`src/rtl/io_periph_mmio.sv`:
```
// io_periph_mmio: memory-mapped I/O block for the single-cycle core.
// Holds the red/green LED registers, the seven-segment digit bytes, a
// prescaled free-running timer and the synchronised/debounced switch bank.
// Reads are combinational from registered state; writes commit on the clock
// edge with per-byte enables.
module io_periph_mmio #(
  parameter int NUM_HEX      = 8,
  parameter int LEDR_W       = 17,
  parameter int LEDG_W       = 8,
  parameter int SW_W         = 18,
  parameter int DEBOUNCE_CYC = 16,
  parameter int PRESC        = 50
) (
  input  logic                 i_clk,
  input  logic                 i_rst,
  input  logic                 i_sel,
  input  logic                 i_wren,
  input  logic [11:0]          i_addr,
  input  logic [3:0]           i_be,
  input  logic [31:0]          i_wdata,
  output logic [31:0]          o_rdata,
  input  logic [SW_W-1:0]      i_io_sw,
  output logic [LEDR_W-1:0]    o_io_ledr,
  output logic [LEDG_W-1:0]    o_io_ledg,
  output logic [7*NUM_HEX-1:0] o_io_hex
);

  // Word addresses (byte offset >> 2) inside the I/O window.
  localparam logic [9:0] W_LEDR = 10'h000;
  localparam logic [9:0] W_LEDG = 10'h004;
  localparam logic [9:0] W_HEXL = 10'h008;
  localparam logic [9:0] W_HEXH = 10'h009;
  localparam logic [9:0] W_TCNT = 10'h00C;
  localparam logic [9:0] W_TCTL = 10'h00D;
  localparam logic [9:0] W_SW   = 10'h200;

  // Prescaler counts 0..PRESC-1; a one-bit counter is kept for PRESC == 1.
  localparam int              PW        = (PRESC > 1) ? $clog2(PRESC) : 1;
  localparam logic [PW-1:0]   PRESC_MAX = PW'(PRESC - 1);

  // Replace the bytes of old_w selected by be with the bytes of new_w.
  function automatic logic [31:0] merge_be(input logic [31:0] old_w,
                                           input logic [31:0] new_w,
                                           input logic [3:0]  be);
    logic [31:0] res;
    res = old_w;
    for (int b = 0; b < 4; b++) begin
      if (be[b]) begin
        res[8*b +: 8] = new_w[8*b +: 8];
      end else begin
        res[8*b +: 8] = old_w[8*b +: 8];
      end
    end
    return res;
  endfunction

  // Active-low segment pattern (bit order g..a) for one digit.
  function automatic logic [6:0] seg_enc(input logic blank, input logic [3:0] val);
    logic [6:0] seg;
    if (blank) begin
      seg = 7'b1111111;
    end else begin
      case (val)
        4'h0:    seg = 7'b1000000;
        4'h1:    seg = 7'b1111001;
        4'h2:    seg = 7'b0100100;
        4'h3:    seg = 7'b0110000;
        4'h4:    seg = 7'b0011001;
        4'h5:    seg = 7'b0010010;
        4'h6:    seg = 7'b0000010;
        4'h7:    seg = 7'b1111000;
        4'h8:    seg = 7'b0000000;
        4'h9:    seg = 7'b0010000;
        4'hA:    seg = 7'b0001000;
        4'hB:    seg = 7'b0000011;
        4'hC:    seg = 7'b1000110;
        4'hD:    seg = 7'b0100001;
        4'hE:    seg = 7'b0000110;
        4'hF:    seg = 7'b0001110;
        default: seg = 7'b1111111;
      endcase
    end
    return seg;
  endfunction

  logic                   wr_s;
  logic [9:0]             word_s;

  logic [LEDR_W-1:0]      ledr_q, ledr_d;
  logic [LEDG_W-1:0]      ledg_q, ledg_d;
  logic [8*NUM_HEX-1:0]   dig_q, dig_d;
  logic [31:0]            ledr_m_s, ledg_m_s;
  logic [63:0]            dig_all_s, dig_m_s;

  logic [31:0]            tcnt_q, tcnt_d;
  logic [PW-1:0]          presc_q, presc_d;
  logic                   ten_q, ten_d;

  logic [SW_W-1:0]        sw_s1_q, sw_s2_q;
  logic [SW_W-1:0]        sw_db_s;

  logic [31:0]            rdata_s;
  logic                   unused_s;

  assign wr_s   = i_sel & i_wren;
  assign word_s = i_addr[11:2];

  // Next state of the LED and digit registers from byte-enabled writes.
  always_comb begin
    ledr_m_s  = merge_be(32'(ledr_q), i_wdata, i_be);
    ledg_m_s  = merge_be(32'(ledg_q), i_wdata, i_be);
    dig_all_s = 64'(dig_q);
    dig_m_s   = dig_all_s;
    ledr_d    = ledr_q;
    ledg_d    = ledg_q;
    if (wr_s) begin
      case (word_s)
        W_LEDR:  ledr_d = ledr_m_s[LEDR_W-1:0];
        W_LEDG:  ledg_d = ledg_m_s[LEDG_W-1:0];
        W_HEXL:  dig_m_s[31:0]  = merge_be(dig_all_s[31:0], i_wdata, i_be);
        W_HEXH:  dig_m_s[63:32] = merge_be(dig_all_s[63:32], i_wdata, i_be);
        default: dig_m_s = dig_all_s;
      endcase
    end else begin
      dig_m_s = dig_all_s;
    end
    // Digits at or beyond NUM_HEX fall off here and are never stored.
    dig_d = dig_m_s[8*NUM_HEX-1:0];
  end

  // Timer next state: prescaled increment, then ctrl write (clear wins).
  always_comb begin
    tcnt_d  = tcnt_q;
    presc_d = presc_q;
    ten_d   = ten_q;
    if (ten_q) begin
      if (presc_q == PRESC_MAX) begin
        presc_d = {PW{1'b0}};
        tcnt_d  = tcnt_q + 32'd1;
      end else begin
        presc_d = presc_q + PW'(1'b1);
      end
    end else begin
      presc_d = presc_q;
    end
    if (wr_s && (word_s == W_TCTL) && i_be[0]) begin
      ten_d = i_wdata[0];
      if (i_wdata[1]) begin
        tcnt_d  = 32'd0;
        presc_d = {PW{1'b0}};
      end else begin
        ten_d = i_wdata[0];
      end
    end else begin
      ten_d = ten_q;
    end
  end

  // Register bank: LEDs, digits and timer state.
  always_ff @(posedge i_clk or negedge i_rst) begin
    if (!i_rst) begin
      ledr_q  <= {LEDR_W{1'b0}};
      ledg_q  <= {LEDG_W{1'b0}};
      dig_q   <= {(8*NUM_HEX){1'b0}};
      tcnt_q  <= 32'd0;
      presc_q <= {PW{1'b0}};
      ten_q   <= 1'b0;
    end else begin
      ledr_q  <= ledr_d;
      ledg_q  <= ledg_d;
      dig_q   <= dig_d;
      tcnt_q  <= tcnt_d;
      presc_q <= presc_d;
      ten_q   <= ten_d;
    end
  end

  // Two-flop synchroniser for the raw switch inputs.
  always_ff @(posedge i_clk or negedge i_rst) begin
    if (!i_rst) begin
      sw_s1_q <= {SW_W{1'b0}};
      sw_s2_q <= {SW_W{1'b0}};
    end else begin
      sw_s1_q <= i_io_sw;
      sw_s2_q <= sw_s1_q;
    end
  end

  generate
    if (DEBOUNCE_CYC == 0) begin : g_nodb
      assign sw_db_s = sw_s2_q;
    end else begin : g_db
      localparam int            CW     = $clog2(DEBOUNCE_CYC + 1);
      localparam logic [CW-1:0] DB_MAX = CW'(DEBOUNCE_CYC);

      logic [CW-1:0]   cnt_q [SW_W];
      logic [CW-1:0]   cnt_d [SW_W];
      logic [SW_W-1:0] db_q, db_d;

      // Per-bit stability counter; the debounced bit follows once it saturates.
      always_comb begin
        for (int i = 0; i < SW_W; i++) begin
          if (sw_s1_q[i] != sw_s2_q[i]) begin
            cnt_d[i] = {CW{1'b0}};
          end else if (cnt_q[i] != DB_MAX) begin
            cnt_d[i] = cnt_q[i] + CW'(1'b1);
          end else begin
            cnt_d[i] = cnt_q[i];
          end
          if (cnt_d[i] == DB_MAX) begin
            db_d[i] = sw_s2_q[i];
          end else begin
            db_d[i] = db_q[i];
          end
        end
      end

      // Debounce counters and debounced switch state.
      always_ff @(posedge i_clk or negedge i_rst) begin
        if (!i_rst) begin
          for (int i = 0; i < SW_W; i++) begin
            cnt_q[i] <= {CW{1'b0}};
          end
          db_q <= {SW_W{1'b0}};
        end else begin
          for (int i = 0; i < SW_W; i++) begin
            cnt_q[i] <= cnt_d[i];
          end
          db_q <= db_d;
        end
      end

      assign sw_db_s = db_q;
    end
  endgenerate

  // Read mux: combinational view of the registered state.
  always_comb begin
    rdata_s = 32'h0000_0000;
    case (word_s)
      W_LEDR:  rdata_s = 32'(ledr_q);
      W_LEDG:  rdata_s = 32'(ledg_q);
      W_HEXL:  rdata_s = dig_all_s[31:0];
      W_HEXH:  rdata_s = dig_all_s[63:32];
      W_TCNT:  rdata_s = tcnt_q;
      W_TCTL:  rdata_s = {31'h0000_0000, ten_q};
      W_SW:    rdata_s = 32'(sw_db_s);
      default: rdata_s = 32'h0000_0000;
    endcase
  end

  assign o_rdata   = rdata_s;
  assign o_io_ledr = ledr_q;
  assign o_io_ledg = ledg_q;

  generate
    for (genvar k = 0; k < NUM_HEX; k++) begin : g_seg
      assign o_io_hex[7*k +: 7] = seg_enc(dig_q[8*k+7], dig_q[8*k +: 4]);
    end
  endgenerate

  // Byte-offset bits and the clipped upper parts of merged words are not needed.
  assign unused_s = ^{i_addr[1:0], ledr_m_s, ledg_m_s, dig_m_s};

endmodule

```
`config.mk`:
```
export PLATFORM = sky130hd
export DESIGN_NAME = io_periph_mmio
export DESIGN_NICKNAME = d
export VERILOG_FILES = /design/src/rtl/io_periph_mmio.sv
export SDC_FILE = /design/constraint.sdc
export NUM_CORES = 1
export LEC_CHECK = 0
export BUFFER_PORTS_ARGS = -buffer_cell sky130_fd_sc_hd__buf_4
export CORE_MARGIN = 10
export CORE_UTILIZATION = 40
export DETAILED_ROUTE_END_ITERATION = 12
export PLACE_DENSITY = 0.66
export SKIP_LAST_GASP = 1
export SLEW_MARGIN = 20
export SYNTH_ARGS = -nofsm -noshare
export SYNTH_HDL_FRONTEND = slang
export SYNTH_SLANG_ARGS = --single-unit
```
`constraint.sdc`:
```
create_clock -name i_clk -period 2.9 [get_ports i_clk]
set_clock_uncertainty 0.1 [all_clocks]
set_input_delay 0.29 -clock i_clk [delete_from_list [all_inputs] [get_ports i_clk]]
set_output_delay 0.29 -clock i_clk [all_outputs]
set_load 0.005 [all_outputs]
```
* Yosys cells after proc, flatten, opt, wreduce, memory -nomap -nowiden
Memory sizes are Yosys's and may differ from the RTL's.
Cells that the tools add are included.
** Word-level totals
- Flip-flop bits (word level) :: 272
- Memory bits (read-only) :: 896
- Input bits :: 70
- Output and inout bits :: 113
- Memories :: 8
** Memory list
- (name not given) :: depth 16, bits a word 7, read ports 1, clocked after memory_dff 0, write ports 0, line 63 : case (val)
- (name not given) :: depth 16, bits a word 7, read ports 1, clocked after memory_dff 0, write ports 0, line 63
- (name not given) :: depth 16, bits a word 7, read ports 1, clocked after memory_dff 0, write ports 0, line 63
- (name not given) :: depth 16, bits a word 7, read ports 1, clocked after memory_dff 0, write ports 0, line 63
- (name not given) :: depth 16, bits a word 7, read ports 1, clocked after memory_dff 0, write ports 0, line 63
- (name not given) :: depth 16, bits a word 7, read ports 1, clocked after memory_dff 0, write ports 0, line 63
- 2 more memories
** Operators by class
- Add/subtract/negate cells :: 20
- Eq/ne operators :: 61
- Mux-type cells :: 53
- Bitwise operators :: 1
- Reductions and logical operators :: 15
** Operators by type and width (number)
- case mux 32 bit (7 select lines) :: 1
- 2-to-1 mux 5 bit :: 36
- 2-to-1 mux 32 bit :: 4
- adder 5 x 1 -> 5 bit, second input constant :: 18
- equality test 5 bit, second input constant :: 18
- != test 5 bit, second input constant :: 18
- 2-to-1 mux 7 bit :: 8
- equality test 10 x 4 -> 1 bit, second input constant :: 4
- AND reduction 3 bit :: 12
- adder 32 x 1 -> 32 bit, second input constant :: 1
- 2-to-1 mux 6 bit :: 4
- != test 1 bit :: 18
- equality test 10 bit, second input constant :: 1
- equality test 10 x 3 -> 1 bit, second input constant :: 1
- logical NOT 10 bit :: 1
- adder 6 x 1 -> 6 bit, second input constant :: 1
- equality test 6 bit, second input constant :: 1
- logical AND 1 bit :: 2
- AND 1 bit :: 1

* Depth between registers and ports, before layout
- Depth in word-level cells :: 5
- Gate-level depth with buffers :: 8

* Worst setup path before layout
No wires, ideal clock.
- Path kind :: register -> register
- Start :: reg presc_q[1]
- End :: reg tcnt_q[31]
- Arrival :: 2.195 ns
- Required time :: 2.722 ns
- Path slack :: 0.527 ns
- Cell stages (with the launch flop) :: 8
- Buffers on the path :: 0
- Clock period less this slack :: 2.373 ns
- Path through :: dfrtp_1 -> inv_1 -> ha_1 -> nor4bb_1 -> nand3_1 -> or4_4 -> or4b_1 -> a21oi_1
** On the way
- Cells in the longest elaborated chain, start to end :: 5
** RTL lines
- start: declaration :: line 96 : logic [PW-1:0] presc_q, presc_d;
- start signal: assignment :: line 166 : presc_q <= {PW{1'b0}};
- start signal: assignment :: line 173 : presc_q <= presc_d;
- equality test 6 bit (*) :: line 137 : if (presc_q == PRESC_MAX) begin
- 2-to-1 mux 32 bit (*) :: line 137
- 2-to-1 mux 32 bit (*) :: line 136 : if (ten_q) begin
- 2-to-1 mux 32 bit :: line 148 : if (i_wdata[1]) begin
- 2-to-1 mux 32 bit (*) :: line 146 : if (wr_s && (word_s == W_TCTL) && i_be[0]) begin
- net tcnt_d[31] :: line 95 : logic [31:0] tcnt_q, tcnt_d;
- end signal: assignment :: line 172 : tcnt_q <= tcnt_d;
- end: declaration :: line 95
Mark *: on every way through the listed nets, which the timed path passes. The rest lies on a longest branch.
A chain may end at the register's enable or synchronous reset.

* Worst setup path in the final report
- Start :: reg dig_q[32], in the netlist dig_all_s[32]
- End :: out o_io_hex[31]
** On the way
- Cells in the longest elaborated chain, start to end :: 2
** RTL lines
- start: declaration :: line 91 : logic [8*NUM_HEX-1:0] dig_q, dig_d;
- start signal: assignment :: line 164 : dig_q <= {(8*NUM_HEX){1'b0}};
- start signal: assignment :: line 171 : dig_q <= dig_d;
- memory (16 x 7 bit)
- 2-to-1 mux 7 bit :: line 60 : if (blank) begin
- end: declaration :: line 25 : output logic [7*NUM_HEX-1:0] o_io_hex
No other way between the ends.

==> results.md <==
- Root buffer cell: clkbuf_16
- FF-to-FF End: tcnt_q[31]
- Pre-Repair DR Iteration Count: 8
- Overflow after GRT: 0
- Final Hold Fails: 0
- First-pass GRT wire length: 63500 um
- RSZ-0062 raised after global routing: yes
- Seq/Total Area, Yosys: 44.4%
- FILL cells: 3437
- Flop pwr share: 45.7%
- Num CTS Buffers: 29
- Share of the synthesized area in the top cell type: approximately 44%
- Initial antenna violation count: 0
- Slowest cell delay on critical path: 460 ps
- Cell mode on critical path: inv_1
- Setup CP Type: register to output port
- Ys Warns: 0
- CTS tree: yes
- Max frequency: 358 MHz
- CP Capture Type: output port
- Critical path startpoint category: register
- DR iter-0 viols: 916
- Die Area: 0.0466 mm2
- Die height: 216 um
- Cell taking the most area after synthesis: dfrtp_1
- Io pins: 183
- Hpwl dp: between 20000 and 30000 um
- TritonCTS sink count: 272
- Area contributors post-synth: dfrtp_1, mux2_2, ha_1, nor2_1, xnor2_1
- Initial core utilization: 40.6%
- PortBufs: 180
- Reg-to-reg startpoint: tcnt_q[3]
- Worst Path Required: 2510 ps
- VDD IR max: 0.000557 V
- Std-Cell Rows: 71
- Stages on worst setup path: 6
- Crit path max-delay cell type: mux4_2
- FFs w/ async S/R, synth: 100%
- Launch point of the worst path: dig_all_s[32]
- Share of cells above drive strength 1: roughly 22%
- Crit path buffers/inverters: 3
- ANT nets after route: 0
- Max FO, Critical Path: 7
- Die Width: 216 um
- Area of the multi-input gates: 0.00790 mm2
- # H-tree levels: 1
- Status: finished clean
- Later-pin clock latency in the skew report: 560 ps
- Switching Share: 29.1%
- Comb pwr share: about 18%
- Gate Count Post-Synth: 1515
- Post-CTS setup buffers: 0
- Netlist cell types: 59
- CP endpoint: o_io_hex[31]
- Place WS: 225 ps
- Slew headroom: between 50% and 60%
- MaxCap Viol Count: 0
- Vias: approximately 12k
- Data arrival, critical path: 2410 ps
- Syn nets: 1672
- Tcrit/Tclk final: 96.4%
- Inserted Diodes: 0
- Placer congestion estimate: 0.850
- Tightest Hold Check Type: input port to register
- P per Cell Area: 530 mW/mm2
- Final Max Tran Viols: 0
- Worst-Margin Slew: 622 ps
- Largest net degree at the start of global routing: 75
- Leak: about 9.0 nW
- Final Total Pwr: 10.0 mW
- Final setup violation count: 0
- Total net switching power: 2.91 mW
- Period minus WS final: 2800 ps
- Syn Area/Cell: between 10 and 15 um2
- Drt drc: 0
- Synthesized area: 0.0153 mm2
- CP top delay family: multiplexers
- Internal power: about 7 mW
- CTS Buffer Depth: 3
- Worst Reg-to-Reg Cells: 5
- Core area: 0.0378 mm2
- Nets: 1901
- GRT Util Overall: 16.2%
- Clock power share: a little under two fifths
- Number of enable flip-flop cells after synthesis: 0
- Number of global-route vias before repair: ~12k
- CTS clk-pin slew, worst paths: approximately 60 ps
- DR vias/cell: between 5 and 6
- Area Growth Syn to Fin: 23.0%
- Per-cell routed wire length: 17.1 um
- Cells along the critical path: inv_1, ha_1, inv_1, mux4_2, or2_2, buf_4
- Sequential cell area: 0.00682 mm2
- Seq cells post-synth: 272
- Ys flop type: dfrtp_1
- Hold_ws: 53.7 ps
- Final WS setup: about 100 ps
- Worst R2R Setup Slack: 330 ps
- Routed WL: 39000 um
==> power by group through the flow <==
stage,Sequential (mW),Combinational (mW),Clock (mW)
3_5_place_dp,4.63,1.70,0
5_1_grt,4.63,2.01,3.96
6_report,4.57,1.76,3.69
4_1_cts,4.56,1.77,3.80
3_3_place_gp,4.61,1.67,0
2_1_floorplan,4.48,1.24,0
==> area by class of cell <==
type,instances,area share [%]
clock buffers,43,4.44
clock inverters,10,0.623
inverters,113,2.25
multi-input cells,1069,41.8
flip-flops and latches,272,36.1
well taps,511,3.39
repair buffers,259,11.4
==> per-stage QoR <==
step	instances	utilization, %	TNS [ps]	area [um2]
6_report	2277	50.0	0	18900
5_1_grt	2277	50.0	-22.1	18900
4_1_cts	2277	50.0	0	18900
3_5_place_dp	2172	46.1	0	17400
3_3_place_gp	2172	46.1	0	17400
2_1_floorplan	1515	-	0	15300
==> cell usage after synthesis (39+ instances only) <==
library cell	instances
o21ai_0	46
nand3_1	58
clkbuf_1	49
xor2_1	51
nor3_1	48
dfrtp_1	272
mux2i_1	39
nor2_1	169
ha_1	87
xnor2_1	55
mux2_2	105
inv_1	113
nand2_1	85
==> worst min-delay path, delay by kind of cell <==
family / cells / cell delay [ps]
buffers and inverters: 1 / 150
muxes: 1 / 150
and+or+nand+nor: 1 / 90
==> metal layers <==
layer | vias to the layer above | wire [um] | GRT usage (%) | share of wire (%)
li1 | 5832 | - | - | -
met1 | 5930 | 18100 | 22.3 | 47
met2 | 290 | 18100 | 26.4 | 46
met3 | 42 | 2200 | 2.91 | 5.6
met4 | 0 | 551 | 2.93 | 1.4
met5 | - | 0 | 0 | 0
==> cell families (layout without fill, tap and decap cells) <==
| family | Yosys count | count (layout) | synth area share [%] |
|---|---|---|---|
| and+or+nand+nor | 492 | 492 | 15.8 |
| DFF | 272 | 272 | 44.4 |
| AOI/OAI and AO/OA | 232 | 232 | 10.9 |
| buffers and inverters | 174 | 425 | 4.33 |
| muxes | 152 | 152 | 11.4 |
| xor gates and xnor gates | 106 | 106 | 6.05 |
| adders and majority gates | 87 | 87 | 7.09 |
==> registers in the layout, indices dropped and copies added, names as in the netlist <==
name and count:
o_io_ledr 17, g_db.db_q 18, ten_q 1, o_io_ledg 8
g_db.cnt_q 90, dig_all_s 64, presc_q 6, sw_s2_q 18
sw_s1_q 18, tcnt_q 32
==> how the worst min path moves through the flow <==
stage           start              to  slack, ps  depth (start not counted)
6_report       i_wren   o_io_ledr[16]         50                          3
5_1_grt        i_wren   o_io_ledr[16]         40                          3
4_1_cts        i_wren   o_io_ledr[16]         20                          3
3_5_place_dp    i_rst  g_db.cnt_q[60]        190                          1
3_3_place_gp    i_rst  g_db.cnt_q[60]        190                          1
2_1_floorplan   i_rst    dig_all_s[0]       -110                          0
==> what timing repair did <==
item | in CTS | in global routing
hold endpoints to repair | 167 | 0
gates resized for setup | 1 | 7
hold buffers | 52 | 0
setup endpoints to repair | 1 | 5
==> cells in the final DEF (no fill, tap or decap), types with 19 or more instances in the layout <==
master,netlist,layout
clkbuf_16,0,29
mux2_2,105,105
a21oi_1,33,33
nand4_1,19,19
ha_1,87,87
nand2_1,85,85
inv_1,113,113
dlygate4sd3_1,0,52
dfrtp_1,272,264
nor2_1,169,169
nand3_1,58,58
xnor2_1,55,55
o21ai_0,46,46
buf_4,1,201
xor2_1,51,51
nor3_1,48,47
mux2i_1,39,39
nor2b_1,19,19
No activity file was read; power rests on OpenSTA's default activity.
